File: src/rtl/alu_pkg.sv
// Package: alu_pkg
// Purpose: shared widths, alu32 op encoding and sequencer state type.
package alu_pkg;

  localparam int unsigned DATA_W = 32;
  localparam int unsigned OP_W   = 3;
  localparam int unsigned CNT_W  = 4;

  // alu32 control codes
  localparam logic [OP_W-1:0] ADD  = 3'b000;
  localparam logic [OP_W-1:0] SUB  = 3'b001;
  localparam logic [OP_W-1:0] XOR  = 3'b010;
  localparam logic [OP_W-1:0] SLT  = 3'b011;
  localparam logic [OP_W-1:0] AND  = 3'b100;
  localparam logic [OP_W-1:0] NAND = 3'b101;
  localparam logic [OP_W-1:0] NOR  = 3'b110;
  localparam logic [OP_W-1:0] OR   = 3'b111;

  typedef enum logic [1:0] {
    IDLE   = 2'd0,
    SETTLE = 2'd1,
    DONE   = 2'd2
  } state_e;

endpackage

File: src/rtl/alu32.sv
// Module: alu32
// Purpose: 32-bit combinational ALU (add/sub/slt/logic) with carry, zero and
//          signed-overflow flags.
// Ports:
//   op_i      ALU control code (alu_pkg encoding)
//   a_i, b_i  operands
//   out_c_o   result
//   cout_c_o  carry-out of the adder (ADD/SUB/SLT), 0 for logic ops
//   zout_c_o  result == 0
//   ovf_c_o   signed overflow of the adder (ADD/SUB/SLT), 0 for logic ops
module alu32
  import alu_pkg::*;
(
  input  logic [OP_W-1:0]   op_i,
  input  logic [DATA_W-1:0] a_i,
  input  logic [DATA_W-1:0] b_i,
  output logic [DATA_W-1:0] out_c_o,
  output logic              cout_c_o,
  output logic              zout_c_o,
  output logic              ovf_c_o
);

  logic              sub_c;
  logic [DATA_W-1:0] b_eff_c;
  logic [DATA_W:0]   sum_c;
  logic              add_ovf_c;

  // SUB and SLT share the adder as a + ~b + 1
  assign sub_c     = (op_i == SUB) || (op_i == SLT);
  assign b_eff_c   = sub_c ? ~b_i : b_i;
  assign sum_c     = {1'b0, a_i} + {1'b0, b_eff_c} + (DATA_W+1)'(sub_c);
  assign add_ovf_c = (a_i[DATA_W-1] == b_eff_c[DATA_W-1]) &&
                     (sum_c[DATA_W-1] != a_i[DATA_W-1]);

  // Result mux; adder flags only meaningful for arithmetic ops
  always_comb begin
    out_c_o  = '0;
    cout_c_o = 1'b0;
    ovf_c_o  = 1'b0;
    unique case (op_i)
      ADD, SUB: begin
        out_c_o  = sum_c[DATA_W-1:0];
        cout_c_o = sum_c[DATA_W];
        ovf_c_o  = add_ovf_c;
      end
      SLT: begin
        // signed less-than is the true sign of a-b, i.e. sign xor overflow
        out_c_o  = DATA_W'(sum_c[DATA_W-1] ^ add_ovf_c);
        cout_c_o = sum_c[DATA_W];
        ovf_c_o  = add_ovf_c;
      end
      XOR:     out_c_o = a_i ^ b_i;
      AND:     out_c_o = a_i & b_i;
      NAND:    out_c_o = ~(a_i & b_i);
      NOR:     out_c_o = ~(a_i | b_i);
      OR:      out_c_o = a_i | b_i;
      default: out_c_o = '0;
    endcase
  end

  assign zout_c_o = (out_c_o == '0);

endmodule

File: src/rtl/alu_op_sequencer.sv
// Module: alu_op_sequencer
// Purpose: registered front/back end around alu32. Accepts one op per
//          valid/ready transfer, holds operands for SETTLE_CYCLES clocks,
//          captures the ALU outputs and presents them on a valid/ready port.
// Ports:
//   clk, rst_n             clock, async active-low reset
//   in_valid/in_ready      op request handshake (in_ready is combinational)
//   in_op, in_a, in_b      op code and operands
//   res_valid/res_ready    result handshake
//   res_data/cout/zero/ovf captured alu32 outputs
//   ovf_sticky, ovf_clr    sticky overflow flag and its synchronous clear
module alu_op_sequencer
  import alu_pkg::*;
#(
  parameter int unsigned SETTLE_CYCLES = 2
) (
  input  logic              clk,
  input  logic              rst_n,
  input  logic              in_valid,
  output logic              in_ready,
  input  logic [OP_W-1:0]   in_op,
  input  logic [DATA_W-1:0] in_a,
  input  logic [DATA_W-1:0] in_b,
  output logic              res_valid,
  input  logic              res_ready,
  output logic [DATA_W-1:0] res_data,
  output logic              res_cout,
  output logic              res_zero,
  output logic              res_ovf,
  output logic              ovf_sticky,
  input  logic              ovf_clr
);

  if ((SETTLE_CYCLES < 1) || (SETTLE_CYCLES > 15)) begin : g_bad_settle
    $error("alu_op_sequencer: SETTLE_CYCLES must be within 1..15");
  end

  localparam logic [CNT_W-1:0] CNT_INIT = CNT_W'(SETTLE_CYCLES - 1);

  state_e            state_q, state_d;
  logic [CNT_W-1:0]  cnt_q, cnt_d;
  logic [OP_W-1:0]   op_q, op_d;
  logic [DATA_W-1:0] a_q, a_d;
  logic [DATA_W-1:0] b_q, b_d;
  logic              res_valid_q, res_valid_d;
  logic [DATA_W-1:0] res_data_q, res_data_d;
  logic              res_cout_q, res_cout_d;
  logic              res_zero_q, res_zero_d;
  logic              res_ovf_q, res_ovf_d;
  logic              ovf_sticky_q, ovf_sticky_d;

  logic [DATA_W-1:0] alu_out_c;
  logic              alu_cout_c;
  logic              alu_zout_c;
  logic              alu_ovf_c;
  logic              capture_c;

  // ALU sees only the operand registers, so its inputs are stable while settling
  alu32 u_alu (
    .op_i     (op_q),
    .a_i      (a_q),
    .b_i      (b_q),
    .out_c_o  (alu_out_c),
    .cout_c_o (alu_cout_c),
    .zout_c_o (alu_zout_c),
    .ovf_c_o  (alu_ovf_c)
  );

  // Ready depends on state and res_ready only, never on in_valid
  assign in_ready = rst_n & ((state_q == IDLE) | ((state_q == DONE) & res_ready));

  assign capture_c = (state_q == SETTLE) && (cnt_q == '0);

  // Next-state and datapath update
  always_comb begin
    state_d      = state_q;
    cnt_d        = cnt_q;
    op_d         = op_q;
    a_d          = a_q;
    b_d          = b_q;
    res_valid_d  = res_valid_q;
    res_data_d   = res_data_q;
    res_cout_d   = res_cout_q;
    res_zero_d   = res_zero_q;
    res_ovf_d    = res_ovf_q;
    ovf_sticky_d = ovf_sticky_q;

    unique case (state_q)
      IDLE: begin
        if (in_valid) begin
          op_d    = in_op;
          a_d     = in_a;
          b_d     = in_b;
          cnt_d   = CNT_INIT;
          state_d = SETTLE;
        end
      end
      SETTLE: begin
        if (capture_c) begin
          res_data_d  = alu_out_c;
          res_cout_d  = alu_cout_c;
          res_zero_d  = alu_zout_c;
          res_ovf_d   = alu_ovf_c;
          res_valid_d = 1'b1;
          state_d     = DONE;
        end else begin
          cnt_d = cnt_q - CNT_W'(1);
        end
      end
      DONE: begin
        if (res_ready) begin
          res_valid_d = 1'b0;
          if (in_valid) begin
            op_d    = in_op;
            a_d     = in_a;
            b_d     = in_b;
            cnt_d   = CNT_INIT;
            state_d = SETTLE;
          end else begin
            state_d = IDLE;
          end
        end
      end
      default: state_d = IDLE;
    endcase

    // Clear first so a same-edge overflow capture wins
    if (ovf_clr) begin
      ovf_sticky_d = 1'b0;
    end
    if (capture_c && alu_ovf_c) begin
      ovf_sticky_d = 1'b1;
    end
  end

  // State and result registers
  always_ff @(posedge clk or negedge rst_n) begin
    if (!rst_n) begin
      state_q      <= IDLE;
      cnt_q        <= '0;
      op_q         <= '0;
      a_q          <= '0;
      b_q          <= '0;
      res_valid_q  <= 1'b0;
      res_data_q   <= '0;
      res_cout_q   <= 1'b0;
      res_zero_q   <= 1'b0;
      res_ovf_q    <= 1'b0;
      ovf_sticky_q <= 1'b0;
    end else begin
      state_q      <= state_d;
      cnt_q        <= cnt_d;
      op_q         <= op_d;
      a_q          <= a_d;
      b_q          <= b_d;
      res_valid_q  <= res_valid_d;
      res_data_q   <= res_data_d;
      res_cout_q   <= res_cout_d;
      res_zero_q   <= res_zero_d;
      res_ovf_q    <= res_ovf_d;
      ovf_sticky_q <= ovf_sticky_d;
    end
  end

  assign res_valid  = res_valid_q;
  assign res_data   = res_data_q;
  assign res_cout   = res_cout_q;
  assign res_zero   = res_zero_q;
  assign res_ovf    = res_ovf_q;
  assign ovf_sticky = ovf_sticky_q;

endmodule
File: config.mk
export PLATFORM = sky130hd
export DESIGN_NAME = alu_op_sequencer
export DESIGN_NICKNAME = d
export VERILOG_FILES = /design/src/rtl/alu_pkg.sv /design/src/rtl/alu32.sv /design/src/rtl/alu_op_sequencer.sv
export SDC_FILE = /design/constraint.sdc
export NUM_CORES = 1
export LEC_CHECK = 0
export CORE_MARGIN = 2
export CORE_UTILIZATION = 63
export CTS_BUF_LIST = sky130_fd_sc_hd__clkbuf_8
export CTS_CLUSTER_DIAMETER = 30
export CTS_CLUSTER_SIZE = 25
export DETAILED_ROUTE_END_ITERATION = 10
export GPL_TIMING_DRIVEN = 1
export PLACE_DENSITY = 0.95
export SETUP_SLACK_MARGIN = 0.1
export SLEW_MARGIN = 20
export SYNTH_ARGS = -nofsm -noshare
export SYNTH_HDL_FRONTEND = slang
export SYNTH_SLANG_ARGS = --single-unit
export TNS_END_PERCENT = 1
File: constraint.sdc
create_clock -name clk -period 6.49 [get_ports clk]
set_input_delay 0.649 -clock clk [delete_from_list [all_inputs] [get_ports clk]]
set_output_delay 0.649 -clock clk [all_outputs]
set_load 0.1 [all_outputs]
==> impl_metrics.py <==
metrics = {
    "status": {
        "status": "finished, final reports clean",
    },
    "drt": {
        "antenna_left": 0,
        "drc_errors": 0,
        "wl_per_cell_um": 18.47,
        "first_iter_violations": 650,
        "viasPerCell": 6.132,
        "dr.pass1.iters": 5,
        "drt-total-wl_um": 23090,
        "via_count": 7665,
    },
    "die": {
        "ioPinCount": 110,
        "row_count": 42,
        "die_area_um2": 14590,
        "fp.dieH_um": 120.8,
        "start_util": 0.6464,
        "dieWidth_um": 120.8,
        "core_area_um2": 13300,
    },
    "global_route": {
        "use_met1": 0.3999,
        "grt_antenna_before_repair": 0,
        "globalRouteMet3Util": 0.05849,
        "track_usage": 0.3238,
        "grt_pass1_vias": 7663,
        "grt_util_met2": 0.5597,
        "grt_pass1_wl_um": 37460,
        "grt_overflow": 0,
        "top_usage_layer": "met2",
        "grt_max_degree": 137,
    },
    "logic_synthesis": {
        "ys_seq_area_frac": 0.3203,
        "async_reset_ff_frac": 1.000,
        "syn_nets": 1164,
        "synth-seq-cells": 110,
        "synth_edf_count": 0,
        "yosysUniqueCellTypes": 71,
        "yosys_most_used_dff": "dfrtp_1",
        "avgSynthCellArea_um2": 8.655,
        "yosys_warnings": 0,
        "synth_area_um2": 8594,
        "synthCells": 993,
    },
    "clocking": {
        "ctsHtreeMaxLevel": 3,
        "holdBufCountCts": 0,
        "cts_root_buffer": "clkbuf_8",
        "cts_resized": 0,
        "cts_setup_buffers": 0,
        "insertion_delay_ns": 0.41,
        "path_clk_slew_ns": 0.11,
        "cts.sinks": 110,
        "clockBufferDepth": 2,
        "tritoncts.num_buffers": 9,
        "cts_tree": "yes",
    },
    "timing": {
        "finalCritPeriodShare": 0.6805,
        "rsz0062_at_grt": "false",
        "finalCriticalPeriod_ns": 4.416,
        "max_freq_ghz": 0.2264,
        "setup-violations-final": 0,
        "tns_ns": 0,
        "fin_worst_skew_ns": 0.01252,
        "timing.final.hold_violations": 0,
        "slew_violations": 0,
        "slew_headroom": 0.3289,
        "tightestPinTransition_ns": 1.004,
    },
    "worst_setup_path": {
        "critPathCaptureType": "flip-flop",
        "worstSetupPathType": "reg -> reg",
        "path_max_fanout": 22,
        "startpoint_type": "flip-flop",
        "worst_ep_required_time_ns": 6.84,
        "r2r_setup_slack_ns": 2.07,
        "cp.arrival_ns": 4.77,
    },
    "finish": {
        "fin_nets": 1240,
        "design_area_um2": 9996,
        "fillers": 925,
        "final_core_utilization": 0.7518,
        "area_delta_synth_final_pct": 16.31,
        "layout-drive-gt1-share": 0.05587,
        "antenna_cells": 0,
    },
    "placement": {
        "io_buffers": 109,
        "hpwl_um": 16520,
        "place_area_um2": 9752,
        "place.gp.congestion": 1.012,
    },
    "worst_hold_path": {
        "hold_path_class": "in -> async",
    },
    "run": {
        "max_cap_violations": 0,
    },
}
[metal layers]
layer  up-vias  wire [µm]
li1       3588          -
met1      3695       9199
met2       326      11600
met3        56       1591
met4         0        689
met5         -          0
[layout make-up]
class / instances / area [µm²] / area share
flip-flops and latches: 110 / 2754 / 0.2755
multi-input cells: 751 / 5341 / 0.5344
inverters: 80 / 300.3 / 0.03004
repair buffers: 117 / 1169 / 0.1169
clock buffers: 9 / 123.9 / 0.01239
clock inverters: 7 / 87.58 / 0.008762
well taps: 176 / 220.2 / 0.02203
[through the flow]
stage | cells | hold WS [ns] | worst slack (ns)
2_1_floorplan | 993 | 0.3534 | 2.649
3_3_place_gp | 1233 | 0.4620 | 2.319
3_5_place_dp | 1233 | 0.4706 | 2.205
4_1_cts | 1249 | 0.2626 | 2.148
5_1_grt | 1250 | 0.2893 | 1.739
6_report | 1250 | 0.2403 | 2.074
[sequential cells by signal (all words and copies together) (netlist names)]
signal / flops
a_q: 32
b_q: 32
cnt_q: 4
op_q: 3
ovf_sticky: 1
res_cout: 1
res_data: 32
res_ovf: 1
res_valid: 1
res_zero: 1
state_q: 2
[Yosys cell counts, types with 8 or more instances]
library cell	n	share of area
dfrtp_1	110	0.32
and2_1	8	0.0058
nor2_1	45	0.020
a21oi_1	58	0.034
xor2_1	20	0.020
xnor2_1	85	0.087
mux2_2	13	0.017
inv_1	80	0.035
nand3_1	14	0.0082
o22ai_1	20	0.015
o21ai_0	112	0.065
nor3_1	10	0.0058
clkbuf_1	36	0.016
nand2_1	118	0.052
mux2i_1	17	0.020
a21o_1	9	0.0079
ha_1	98	0.14
[worst paths after layout]
check	start	endpoint	depth (start not counted)
hold reg to reg	res_data[24]$_DFFE_PN0P_	res_data[24]$_DFFE_PN0P_	2
setup / recovery	op_q[2]$_DFFE_PN0P_	res_zero$_DFFE_PN0P_	13
min in group clk	res_data[24]$_DFFE_PN0P_	res_data[24]$_DFFE_PN0P_	2
hold / removal	rst_n	op_q[2]$_DFFE_PN0P_	1
max in group asynchronous	rst_n	op_q[0]$_DFFE_PN0P_	2
setup reg to reg	op_q[2]$_DFFE_PN0P_	res_zero$_DFFE_PN0P_	13
[cell usage in the layout, fill, tap and decap left out, types with 10 or more instances in the layout]
cell type,synthesis,routed
nand2_1,118,117
o21ai_0,112,112
dfrtp_1,110,109
clkdlybuf4s50_1,0,108
ha_1,98,98
xnor2_1,85,85
inv_1,80,80
a21oi_1,58,58
nor2_1,45,44
xor2_1,20,20
o22ai_1,20,20
mux2i_1,17,17
nand3_1,14,14
mux2_2,13,13
nor3_1,10,10
[worst max-delay path: stages, from the launching register on]
cell      delay (ns)
dfrtp_1         0.39
nand2b_2        0.51
xnor2_1         0.38
ha_1            0.31
a21oi_1         0.38
o311ai_4        0.19
a211oi_2        0.34
o31ai_2         0.18
a31oi_1         0.34
xnor2_1         0.15
a222oi_1        0.38
nand4b_1        0.20
nor4_1          0.39
a41o_1          0.22
[kinds of logic after synthesis]
logic type | Yosys count | share of synthesized area
adder cells (fa/ha/maj) | 99 | 0.1450
buffers and inverters | 132 | 0.05998
multiplexers | 31 | 0.03858
AND/OR/NAND/NOR | 239 | 0.1259
AO/OA/AOI/OAI | 277 | 0.2032
flip-flops | 110 | 0.3203
XOR/XNOR | 105 | 0.1070
Power is left out: the tool's default activity adds up to more than one toggle a clock period on the data nets, which glitch-free logic cannot reach.
